--- src/rtl/commit_trace_buffer.sv ---
// rtl/commit_trace_buffer.sv - retire-side commit trace FIFO with halt detect and CPU backpressure
//
// Captures every retired instruction from the MEM/WB stage into a show-ahead
// FIFO that a consumer drains with a valid/ready handshake.
//
// Ports:
//   clk, rst                     clock (rising edge), asynchronous active-high reset
//   wb_valid, wb_pc, wb_inst,    retiring instruction from the MEM/WB register
//   wb_we, wb_waddr, wb_wdata    and its register-file write port
//   tr_valid, tr_ready           head-entry handshake
//   tr_pc, tr_inst, tr_we,       head entry fields (all zero when empty)
//   tr_waddr, tr_wdata
//   level                        current occupancy
//   cpu_stall                    registered backpressure to the CPU
//   retire_cnt                   saturating count of accepted retirements
//   halted, overflow             sticky status flags
module commit_trace_buffer #(
    parameter int          DEPTH        = 16,
    parameter int          AFULL_MARGIN = 4,
    parameter logic [31:0] HALT_INST    = 32'h0000000d
) (
    input  logic                       clk,
    input  logic                       rst,
    input  logic                       wb_valid,
    input  logic [31:0]                wb_pc,
    input  logic [31:0]                wb_inst,
    input  logic                       wb_we,
    input  logic [4:0]                 wb_waddr,
    input  logic [31:0]                wb_wdata,
    output logic                       tr_valid,
    input  logic                       tr_ready,
    output logic [31:0]                tr_pc,
    output logic [31:0]                tr_inst,
    output logic                       tr_we,
    output logic [4:0]                 tr_waddr,
    output logic [31:0]                tr_wdata,
    output logic [$clog2(DEPTH+1)-1:0] level,
    output logic                       cpu_stall,
    output logic [31:0]                retire_cnt,
    output logic                       halted,
    output logic                       overflow
);

    localparam int AW = $clog2(DEPTH);
    localparam int LW = $clog2(DEPTH + 1);
    localparam int EW = 32 + 32 + 1 + 5 + 32;

    localparam logic [LW-1:0] FULL_LVL   = LW'(DEPTH);
    localparam logic [LW-1:0] STALL_LVL  = LW'(DEPTH - AFULL_MARGIN);

    logic [EW-1:0] mem [DEPTH];
    logic [AW-1:0] wr_ptr;
    logic [AW-1:0] rd_ptr;

    logic          push_req;
    logic          pop;
    logic          push_ok;
    logic          halt_hit;
    logic [LW-1:0] next_level;
    logic [EW-1:0] head;

    // All-zero instruction words are pipeline bubbles and never recorded.
    assign push_req = wb_valid && (wb_inst != 32'd0) && !halted;
    assign pop      = tr_valid && tr_ready;
    // A pop in the same cycle frees a slot, so a full FIFO can still accept.
    assign push_ok  = push_req && ((level < FULL_LVL) || pop);
    assign halt_hit = push_ok && (wb_inst == HALT_INST);

    always_comb begin
        next_level = level;
        case ({push_ok, pop})
            2'b10:   next_level = level + LW'(1);
            2'b01:   next_level = level - LW'(1);
            default: next_level = level;
        endcase
    end

    always_ff @(posedge clk or posedge rst) begin
        if (rst) begin
            wr_ptr     <= '0;
            rd_ptr     <= '0;
            level      <= '0;
            retire_cnt <= '0;
            halted     <= 1'b0;
            overflow   <= 1'b0;
            cpu_stall  <= 1'b0;
        end else begin
            level <= next_level;
            if (push_ok) begin
                wr_ptr <= wr_ptr + AW'(1);
                if (retire_cnt != 32'hFFFF_FFFF) begin
                    retire_cnt <= retire_cnt + 32'd1;
                end
            end
            if (pop) begin
                rd_ptr <= rd_ptr + AW'(1);
            end
            if (push_req && !push_ok) begin
                overflow <= 1'b1;
            end
            if (halt_hit) begin
                halted <= 1'b1;
            end
            // Once halted no further pushes arrive, so there is nothing to hold off.
            cpu_stall <= (next_level >= STALL_LVL) && !(halted || halt_hit);
        end
    end

    // Storage has no reset; entries become unreachable once level is cleared.
    always_ff @(posedge clk) begin
        if (push_ok) begin
            mem[wr_ptr] <= {wb_pc, wb_inst, wb_we, wb_waddr, wb_wdata};
        end
    end

    assign head     = mem[rd_ptr];
    assign tr_valid = (level != '0);

    // Gate with tr_valid so an empty FIFO (including right after reset) shows zeros.
    assign tr_pc    = tr_valid ? head[EW-1 -: 32] : 32'd0;
    assign tr_inst  = tr_valid ? head[EW-33 -: 32] : 32'd0;
    assign tr_we    = tr_valid ? head[37] : 1'b0;
    assign tr_waddr = tr_valid ? head[36:32] : 5'd0;
    assign tr_wdata = tr_valid ? head[31:0] : 32'd0;

endmodule

--- config.mk ---
export PLATFORM = sky130hd
export DESIGN_NAME = commit_trace_buffer
export DESIGN_NICKNAME = d
export VERILOG_FILES = /design/src/rtl/commit_trace_buffer.sv
export SDC_FILE = /design/constraint.sdc
export NUM_CORES = 1
export LEC_CHECK = 0
export BUFFER_PORTS_ARGS = -buffer_cell sky130_fd_sc_hd__buf_2
export CAP_MARGIN = 20
export CORE_MARGIN = 4
export CORE_UTILIZATION = 37
export CTS_CLUSTER_SIZE = 10
export DETAILED_ROUTE_END_ITERATION = 10
export SETUP_SLACK_MARGIN = 0.3
export SLEW_MARGIN = 15
export SYNTH_ARGS = -nofsm -noshare
export SYNTH_HDL_FRONTEND = slang
export SYNTH_SLANG_ARGS = --single-unit
--- constraint.sdc ---
create_clock -name clk -period 6 [get_ports clk]
set_input_delay 0.3 -clock clk [delete_from_list [all_inputs] [get_ports clk]]
set_output_delay 0.3 -clock clk [all_outputs]
set_load 0.01 [all_outputs]
## Yosys cells after proc, flatten, opt, wreduce, memory -nomap -nowiden

Memory sizes are Yosys's and may differ from the RTL's.
Index checks and enable logic that the tools add are counted.

- Add/subtract/negate cells: 5
- Equal/unequal tests: 4
- Muxes and demuxes: 8
- Reductions and logical operators: 15
- $lt $le $gt $ge: 2

Operator list:

| cell | number |
|---|---|
| $mux W32 | 3 |
| $add A32 B1 Y32 const B | 1 |
| $eq A32 B4 Y1 const B | 1 |
| $ne A32 B32 Y1 const B | 1 |
| $reduce_bool A32 Y1 | 1 |
| $pmux W5 S2 | 1 |
| $add A4 B1 Y4 const B | 2 |
| $logic_and A1 B1 Y1 | 7 |
| $add A5 B1 Y5 const B | 1 |
| $ge A5 B4 Y1 const B | 1 |
| $lt A5 B5 Y1 const B | 1 |
| $mux W5 | 1 |
| $reduce_bool A5 Y1 | 1 |
| $sub A5 B1 Y5 const B | 1 |
| $logic_not A1 Y1 | 3 |
| $mux W1 | 3 |
| $eq A2 B1 Y1 const B | 1 |
| $eq A2 B2 Y1 const B | 1 |
| $logic_or A1 B1 Y1 | 2 |
| $reduce_and A2 Y1 | 1 |

- Memory bits (writable): 1,632
- Logic and storage cells: 42
- Memories kept: 1
- Register bits after elaboration: 48

Memory list:

| name | depth | width | rd ports | clocked after Yosys merged registers in | wr ports | RTL line | source |
|---|---|---|---|---|---|---|---|
| mem | 16 | 102 | 1 | 0 | 1 | 51 | `logic [EW-1:0] mem [DEPTH];` |

## Logic depth before layout (Yosys ltp)

Gate-level depths: netlist of run 1.

- Word-level depth: 8
- Depth in mapped cells: 14
- Depth with buffers taken out: 12

## Worst setup path before layout of run 1

OpenSTA, ideal clock, no wires.

- Path kind: flip-flop to flip-flop
- Start point: reg level[4]
- End point: mem mem[0][0] (netlist name) (enable)
- Setup slack: 1,585 ps
- Arrival: 3,942 ps
- Path buffers: 1
- Required time: 5,527 ps
- Stages on the path, launching flop included: 8
- Cell sequence: dfrtp_1 -> nor2b_1 -> nor3b_1 -> o31a_1 -> inv_2 -> buf_2 -> nor2_1 -> and3_1

- Cells in the longest elaborated chain, start to end: 6
- Elaborated cells on any way between the ends: 7
- Those cells by class: 1 x order compare; 2 x mux; 4 x reduce/logical

Ends and longest elaborated chain:

| element | RTL line | source |
|---|---|---|
| start: declaration | 37 | `output logic [$clog2(DEPTH+1)-1:0] level,` |
| start signal: assignment | 88 | `level <= next_level;` |
| branches (longest 2 deep; another with $lt A5 B5 Y1) | - |  |
| $logic_or A1 B1 Y1 (*) | 66 | `assign push_ok = push_req && ((level < FULL_LVL) \|\| pop);` |
| $logic_and A1 B1 Y1 (*) | 66 |  |
| $mux W1 (*) | 111 | `if (push_ok) begin` |
| $mux W1 (implied by the code) (*) | 112 | `mem[wr_ptr] <= {wb_pc, wb_inst, wb_we, wb_waddr, wb_wdata};` |
| end: declaration | 51 |  |

Every way passes the cells marked *.

## Worst setup path after layout of run 1

- Start point: reg level[4]
- End point: mem mem[0][97] (netlist name) (enable)

The elaborated chain is that of the path after synthesis.

==> summary.txt, run 1 <==
Route
  – Total number of vias: 28.93k
  – Drc violations: 0
  – Vias per Instance: roughly 5.3
  – WL/cell: 27.47 µm
  – ANT nets after route: 0
  – Drt pass-1 iters: 6
  – 1st-iter DRT viols: ~2.4k
  – Wirelength, routed: between 150 and 200 mm

Power
  – Reg power frac: 41.6%
  – Clock share of power: just under 30%
  – Comb pwr share: 29.3%
  – Switching Fraction: 29.19%
  – Pwr dens: 466.4 nW/µm²
  – Power Internal: 24,790 µW
  – P_leak: 0.02374 µW
  – Switching pwr: 10,220 µW
  – Peak supply drop: 0.4733 mV

Finish
  – FILL cells: 14.73k
  – Fin area: 75,040 µm²
  – Layout Nets: approximately 3.2k
  – Area grow syn2layout: 16.21%
  – Share of cells above drive strength 1: about a third

Worst setup path
  – Worst Path Required: 6400 ps
  – CP startpoint kind: register
  – Max Fanout on Critical Path: 53
  – Slowest-stage cell, CP: and3_4
  – Critical path's largest stage delay: about 950 ps
  – Worst Setup End Kind: register
  – WP data arrival: approximately 5000 ps
  – Worst Setup Path Type: register to register
  – CP Cell Sequence: nor2b_1 -> nor3b_1 -> o31a_1 -> inv_2 -> nor2_1 -> and3_4 -> buf_4

Floorplanning
  – Core Area: 173,600 µm²
  – Number of cell rows: 153
  – Die Height: ~430 µm
  – Die width: 425.8 µm
  – Starting Density: a little under two fifths
  – Full die area: roughly 180,000 µm²
  – I/O Pins: between 200 and 250

STA
  – Hold Slack: 222.4 ps
  – Tcrit/Tclk final: 76.95%
  – RSZ-0062 raised after global routing: false
  – Max Freq: between 0.2 and 0.25 GHz
  – Endpoints failing setup: 0
  – Final setup TNS: 0 ps
  – Layout Skew: 44.91 ps
  – Worst-Margin Slew: 1079 ps
  – Max_slew headroom: roughly 28%
  – Final-report hold violation count: 0
  – Slew Viols, Final: 0
  – Clock period minus worst slack: 4617 ps

Synth
  – Primary FF master, synth: edfxtp_1
  – FF+latch count, synth: 1,680
  – Yosys warns: 0
  – Syn Inst Count: approximately 2.6k
  – Mapped Area: 64,580 µm²
  – Number of synthesized flops with an enable pin: 1,632
  – Sequential area share after synthesis: 77.75%
  – Net Count, Synth: 2,761
  – Post-Syn Area per Cell: 24.41 µm²
  – Synth async-reset ratio: 2.857%
  – Yosys cell types: 49

Global routing
  – GRT Resource Usage Total: 16.76%
  – Pin count of the biggest net entering global routing: 97
  – Vias in the first global route: 30.91k
  – Total gr overflow: 0
  – Initial antenna violation count: 14
  – First-pass GRT wire length: between 200 and 250 mm

CTS
  – Total CTS buffers: 190
  – Clk sinks: 1,680
  – Clock transition at the registers of the reported paths: 60 ps
  – Clock Latency Late Sink: 820 ps
  – CTS tree: yes
  – Clk buf depth: 3
  – H-tree levels: 4
  – Root buf cell: clkbuf_16

Job
  – Max cap viols: 0

Placed design
  – Routability cong.: 0.7308
  – Placed Area: 68,700 µm²
  – I/O Buffers: 248
  – Hpwl dp: 79.52 mm

Worst hold path
  – Hold WC Path Type: primary input to async pin

Outcome
  – Status: completed
==> path summary, 6_finish.rpt <==
path | from | endpoint | slack (ps) | cells past startpoint
hold reg to reg | retire_cnt[18]$_DFFE_PP0P_ | retire_cnt[18]$_DFFE_PP0P_ | 480 | 1
setup / recovery | level[4]$_DFF_PP0_ | mem[0][97]$_DFFE_PP_ | 1380 | 7
setup reg to reg | level[4]$_DFF_PP0_ | mem[0][97]$_DFFE_PP_ | 1380 | 7
hold / removal | rst | retire_cnt[27]$_DFFE_PP0P_ | 220 | 4
max in group asynchronous | rst | rd_ptr[1]$_DFFE_PP0P_ | 5230 | 4
min in group clk | wb_waddr[1] | mem[12][33]$_DFFE_PP_ | 420 | 2
==> per-layer routing <==
metal  routed length (µm)  vias up  global-route usage [%]  part of all wire (%)
met4                 3921        6                   4.965                   2.6
met1                63170    15690                   22.71                    42
li1                     -    12220                       -                     -
met3                 6924      204                   2.722                   4.6
met5                   41        -                       0                 0.027
met2                76870      814                   28.06                    51
==> cells by family after synthesis <==
kind of cell             after synthesis  synth area share, %
multiplexers                         515                17.87
buffers and inverters                146                1.211
XOR/XNOR                              40               0.5425
flip-flops                          1680                77.75
AND/OR/NAND/NOR                      241                2.265
adder cells (fa/ha/maj)                9               0.1744
AO/OA/AOI/OAI                         15               0.1822
==> power groups by stage <==
stage / Sequential (µW) / Combinational [µW] / Clock (µW)
6_report: 14600 / 10300 / 10200
5_1_grt: 14700 / 11000 / 10900
3_3_place_gp: 14800 / 10500 / 0
4_1_cts: 14600 / 10600 / 10400
3_5_place_dp: 14800 / 10500 / 0
2_1_floorplan: 14500 / 7150 / 0
==> Yosys cell counts, drive strengths merged, types with 3 or more instances <==
library cell / count / area, µm²
a21oi: 3 / 15.01
and2: 117 / 732.0
and3: 10 / 62.56
and4: 5 / 43.79
buf: 62 / 465.5
clkbuf: 74 / 279.0
dfrtp: 48 / 1201
edfxtp: 1632 / 49010
ha: 9 / 112.6
inv: 10 / 37.53
mux2: 5 / 56.30
mux4: 510 / 11490
nand2: 18 / 67.56
nand3: 11 / 60.06
nand4: 11 / 68.82
nor2: 5 / 18.77
nor2b: 3 / 18.77
nor3: 17 / 85.08
nor3b: 3 / 22.52
nor4: 22 / 143.9
nor4b: 3 / 26.28
or2: 4 / 25.03
or3: 7 / 43.79
xnor2: 8 / 70.07
xor2: 32 / 280.3
==> layout make-up <==
class | count | area [µm²] | area share [%]
diodes | 3 | 7.507 | 0.01000
clock buffers | 223 | 4920 | 6.556
clock inverters | 24 | 360.3 | 0.4802
inverters | 10 | 37.54 | 0.05002
multi-input cells | 820 | 13660 | 18.20
flip-flops and latches | 1680 | 50220 | 66.92
well taps | 2325 | 2909 | 3.876
repair buffers | 409 | 2928 | 3.901
==> registers in the layout, indices dropped and copies added (netlist names) <==
signal and cells:
level 5, retire_cnt 32, wr_ptr 4, mem 1632, rd_ptr 4, cpu_stall 1
halted 1, overflow 1
==> metrics by stage <==
step                setup slack (ps)  utilization (%)  total power [µW]  instances
global placement                1194            39.56             25310       5138
detailed placement              1184            39.56             25350       5138
floorplan                       1585                -             21610       2646
CTS                             1389            43.22             35650       5491
finish                          1383            43.22             35000       5494
global route                    1265            43.22             36600       5491
==> worst max-delay path: cells and delay by family (launching register included) <==
family / cells / cell delay [ps]
flops: 1 / 420
simple gates: 4 / 1930
buf+inv: 2 / 1070
compound gates: 1 / 700
==> cells in the final DEF, fill, tap and decap left out, types with 9 or more instances in the layout <==
| cell type | Yosys | final |
|---|---|---|
| mux4_2 | 510 | 510 |
| xor2_1 | 32 | 32 |
| clkbuf_1 | 73 | 30 |
| and2_1 | 117 | 109 |
| dfrtp_1 | 48 | 44 |
| buf_2 | 12 | 248 |
| nor3_1 | 17 | 17 |
| dlygate4sd3_1 | 0 | 106 |
| nand2_1 | 18 | 18 |
| ha_1 | 9 | 9 |
| edfxtp_1 | 1632 | 1632 |
| nor4_1 | 21 | 21 |
| nand3_1 | 10 | 10 |
| clkbuf_16 | 0 | 191 |
| nand4_1 | 11 | 11 |
| buf_12 | 0 | 17 |
| buf_4 | 30 | 38 |
==> timing repair <==
item,in CTS,in global routing
setup buffers,0,0
hold endpoints to repair,1683,0
hold buffers,106,0
resized for setup,0,0
Power figures use the tool's default switching activity.
==> run 2, diff against run 1 <==
ABC_AREA = 1   (was unset)
clock period = 3.8 ns   (was 6 ns; I/O delays follow)
==> summary.txt, run 2 <==
STA
  – Slew Viols, Final: 0
  – Setup ws final: around 350 ps
  – Layout Skew: 47.08 ps
  – Max Freq: 0.2895 GHz
  – Max_slew headroom: a little under a third
  – Final setup TNS: 0 ps
  – Clock period minus worst slack: 3454 ps
  – RSZ-0062 raised after global routing: true
  – Worst-Margin Slew: 1036 ps
  – Endpoints failing setup: 0
  – Tcrit/Tclk final: about nine tenths
  – Final-report hold violation count: 0

Floorplanning
  – Die Height: 432.4 µm
  – Core Area: ~180,000 µm²
  – Full die area: 186,900 µm²
  – Number of cell rows: 155
  – Starting Density: 37.27%
  – I/O Pins: 249
  – Die width: about 430 µm

Finish
  – Layout Nets: 5,412
  – Top Registers: mem (1632), retire_cnt (32), level (5)
  – Largest Register: mem
  – Commonest cells after routing, fill and taps aside: 1,632 x edfxtp_1, 998 x nor2_1, 797 x o21ai_0
  – Final core occ: 43.48%
  – Commonest non-fill, non-tap cell in the layout: edfxtp_1
  – Area grow syn2layout: 16.67%
  – Fin area: 77,740 µm²
  – Share of cells above drive strength 1: 12.60%
  – Max FFs per register: 1,632

Placed design
  – Routability cong.: 0.7959
  – Placed Area: 70,830 µm²
  – I/O Buffers: 248
  – Pre-CTS setup slack: 75.77 ps
  – Hpwl dp: 95.76 mm

Synth
  – Number of synthesized flops with an enable pin: ~1.6k
  – Yosys warns: 0
  – Synth Area in Compound Gates: 13.09%
  – Yosys cell types: 35
  – XOR/XNOR Fraction of Synth Area: less than 1%
  – Top cell type by total area after synthesis: edfxtp_1
  – Synth Area in Simple Gates: 8.140%
  – FF+latch count, synth: 1,680
  – Sequential area share after synthesis: 75.35%
  – Post-Synth Adder-Cell Area: less than 1%
  – Primary FF master, synth: edfxtp_1
  – Post-Syn Area per Cell: roughly 13 µm²
  – Synth async-reset ratio: about 2.9%
  – Top post-synthesis cells by area: edfxtp_1 74%, o21ai_0 6.0%, nor2_1 5.7%
  – Main combinational cell family by area after synthesis: compound AO/OA/AOI/OAI gates
  – Synth top area share: 73.55%
  – Most instantiated cells after synthesis: 1,632 x edfxtp_1, 1,015 x nor2_1, 797 x o21ai_0
  – Syn Inst Count: 4,961
  – Net Count, Synth: between 5k and 6k
  – Cell with the most instances after synthesis: edfxtp_1
  – Proportion of synthesized area in mux cells: 0%
  – Mapped Area: 66,630 µm²

CTS
  – H-tree levels: 4
  – Clk sinks: between 1.5k and 2k
  – Root buf cell: clkbuf_16
  – CTS tree: yes
  – Clock transition at the registers of the reported paths: 60 ps
  – Clock Latency Late Sink: 840 ps
  – Clk buf depth: 3
  – Total CTS buffers: 190

Worst setup path
  – WP data arrival: ~3300 ps
  – Critical path's largest stage delay: 610 ps
  – Worst Setup Path Type: register to output pin
  – Slowest-stage cell, CP: dfrtp_4
  – Worst Path Required: around 3600 ps
  – Worst Setup End Kind: output pin
  – CP startpoint kind: register
  – CP Cell Sequence: buf_12 -> o21ai_0 -> o211ai_1 -> o211ai_1 -> a21oi_1 -> buf_2
  – CP bufs+invs: 2
  – Max Fanout on Critical Path: 96
  – Crit path max-delay family: compound AO/OA/AOI/OAI gates
  – R2r setup slk: 940 ps
  – CP dominant cell by count: o211ai_1

Route
  – Total number of vias: 43.15k
  – Vias per Instance: around 5.6
  – ANT nets after route: 0
  – WL/cell: roughly 24 µm
  – 1st-iter DRT viols: 4,702
  – Drt pass-1 iters: 6
  – Wirelength, routed: 187.4 mm
  – Drc violations: 0

Outcome
  – Status: completed

Job
  – Max cap viols: 0

Global routing
  – Total gr overflow: 0
  – First-pass GRT wire length: about 280 mm
  – Vias in the first global route: 41.70k
  – Pin count of the biggest net entering global routing: 168
  – Initial antenna violation count: 16
  – GRT Resource Usage Total: between 10% and 20%

Power
  – Peak supply drop: 1.037 mV
  – P_leak: 0.02498 µW
  – Pwr dens: 714.7 nW/µm²

Worst hold path
  – Hold WC Path Type: primary input to async pin
[run 2: cell count changes in the layout (fill, tap and decap cells not counted), sizes merged, moves of 158 or more]
cell,change
nand2,+186
o21ai,+828
o211ai,+250
nor2,+1012
o221ai,+158
mux4,-510
[run 2: power by group]
group | switching (µW) | internal, µW
logic | 13100 | 5830
registers | 150 | 20400
clock network | 7040 | 9110
total | 20200 | 35300
[run 2: stage by stage]
stage,instances,hold slack [ps],power [µW]
finish,7714,99.63,55560
global route,7709,155.6,58350
CTS,7693,87.44,55600
detailed placement,7337,421.0,38980
global placement,7337,416.7,38810
floorplan,4961,288.9,32070
[run 2: cell families after synthesis]
family	count (synthesis)
flops	1680
compound gates	1467
simple gates	1373
buf+inv	409
xor+xnor	23
fa+ha+maj	9
[run 2: worst paths after layout]
path	end	depth (start not counted)	from
worst max-delay path	tr_pc[21]	6	rd_ptr[0]$_DFFE_PP0P_
worst min-delay path	level[3]$_DFF_PP0_	3	rst
worst max register to register	cpu_stall$_DFF_PP0_	18	level[3]$_DFF_PP0_
worst min register to register	halted$_DFFE_PP0P_	2	halted$_DFFE_PP0P_
max in group asynchronous	retire_cnt[27]$_DFFE_PP0P_	4	rst
min in group clk	mem[9][51]$_DFFE_PP_	2	wb_inst[13]
[run 2: worst min-delay path: stages]
cell,delay [ps]
dlygate4sd3_1,530
buf_2,120
inv_2,590
[run 2: layer usage]
metal  up-vias  part of all wire, %  track usage (%)
met3       293                  7.1            3.077
met5         -                0.034                0
li1      19270                    -                -
met4        10                  2.6            5.524
met1     21840                   43            27.16
met2      1735                   47            31.58
[run 2: repair_timing]
action	in CTS	in global routing
pin swaps	0	2
cloned	2	4
buffers inserted	3	8
hold endpoints to repair	1672	0
hold buffers	106	0
endpoints found under the setup margin	85	144
resized for setup	31	28
[run 2: cell type report]
class | instances | area, µm²
Fill cell | 15930 | 101100
Sequential cell | 1680 | 50220
Multi-Input combinational cell | 2872 | 14700
Clock buffer | 223 | 4931
Timing Repair Buffer | 501 | 4234
Tap cell | 2355 | 2947
Clock inverter | 22 | 401.6
Inverter | 50 | 257.7
Timing Repair inverter | 2 | 27.53
Antenna cell | 9 | 22.52
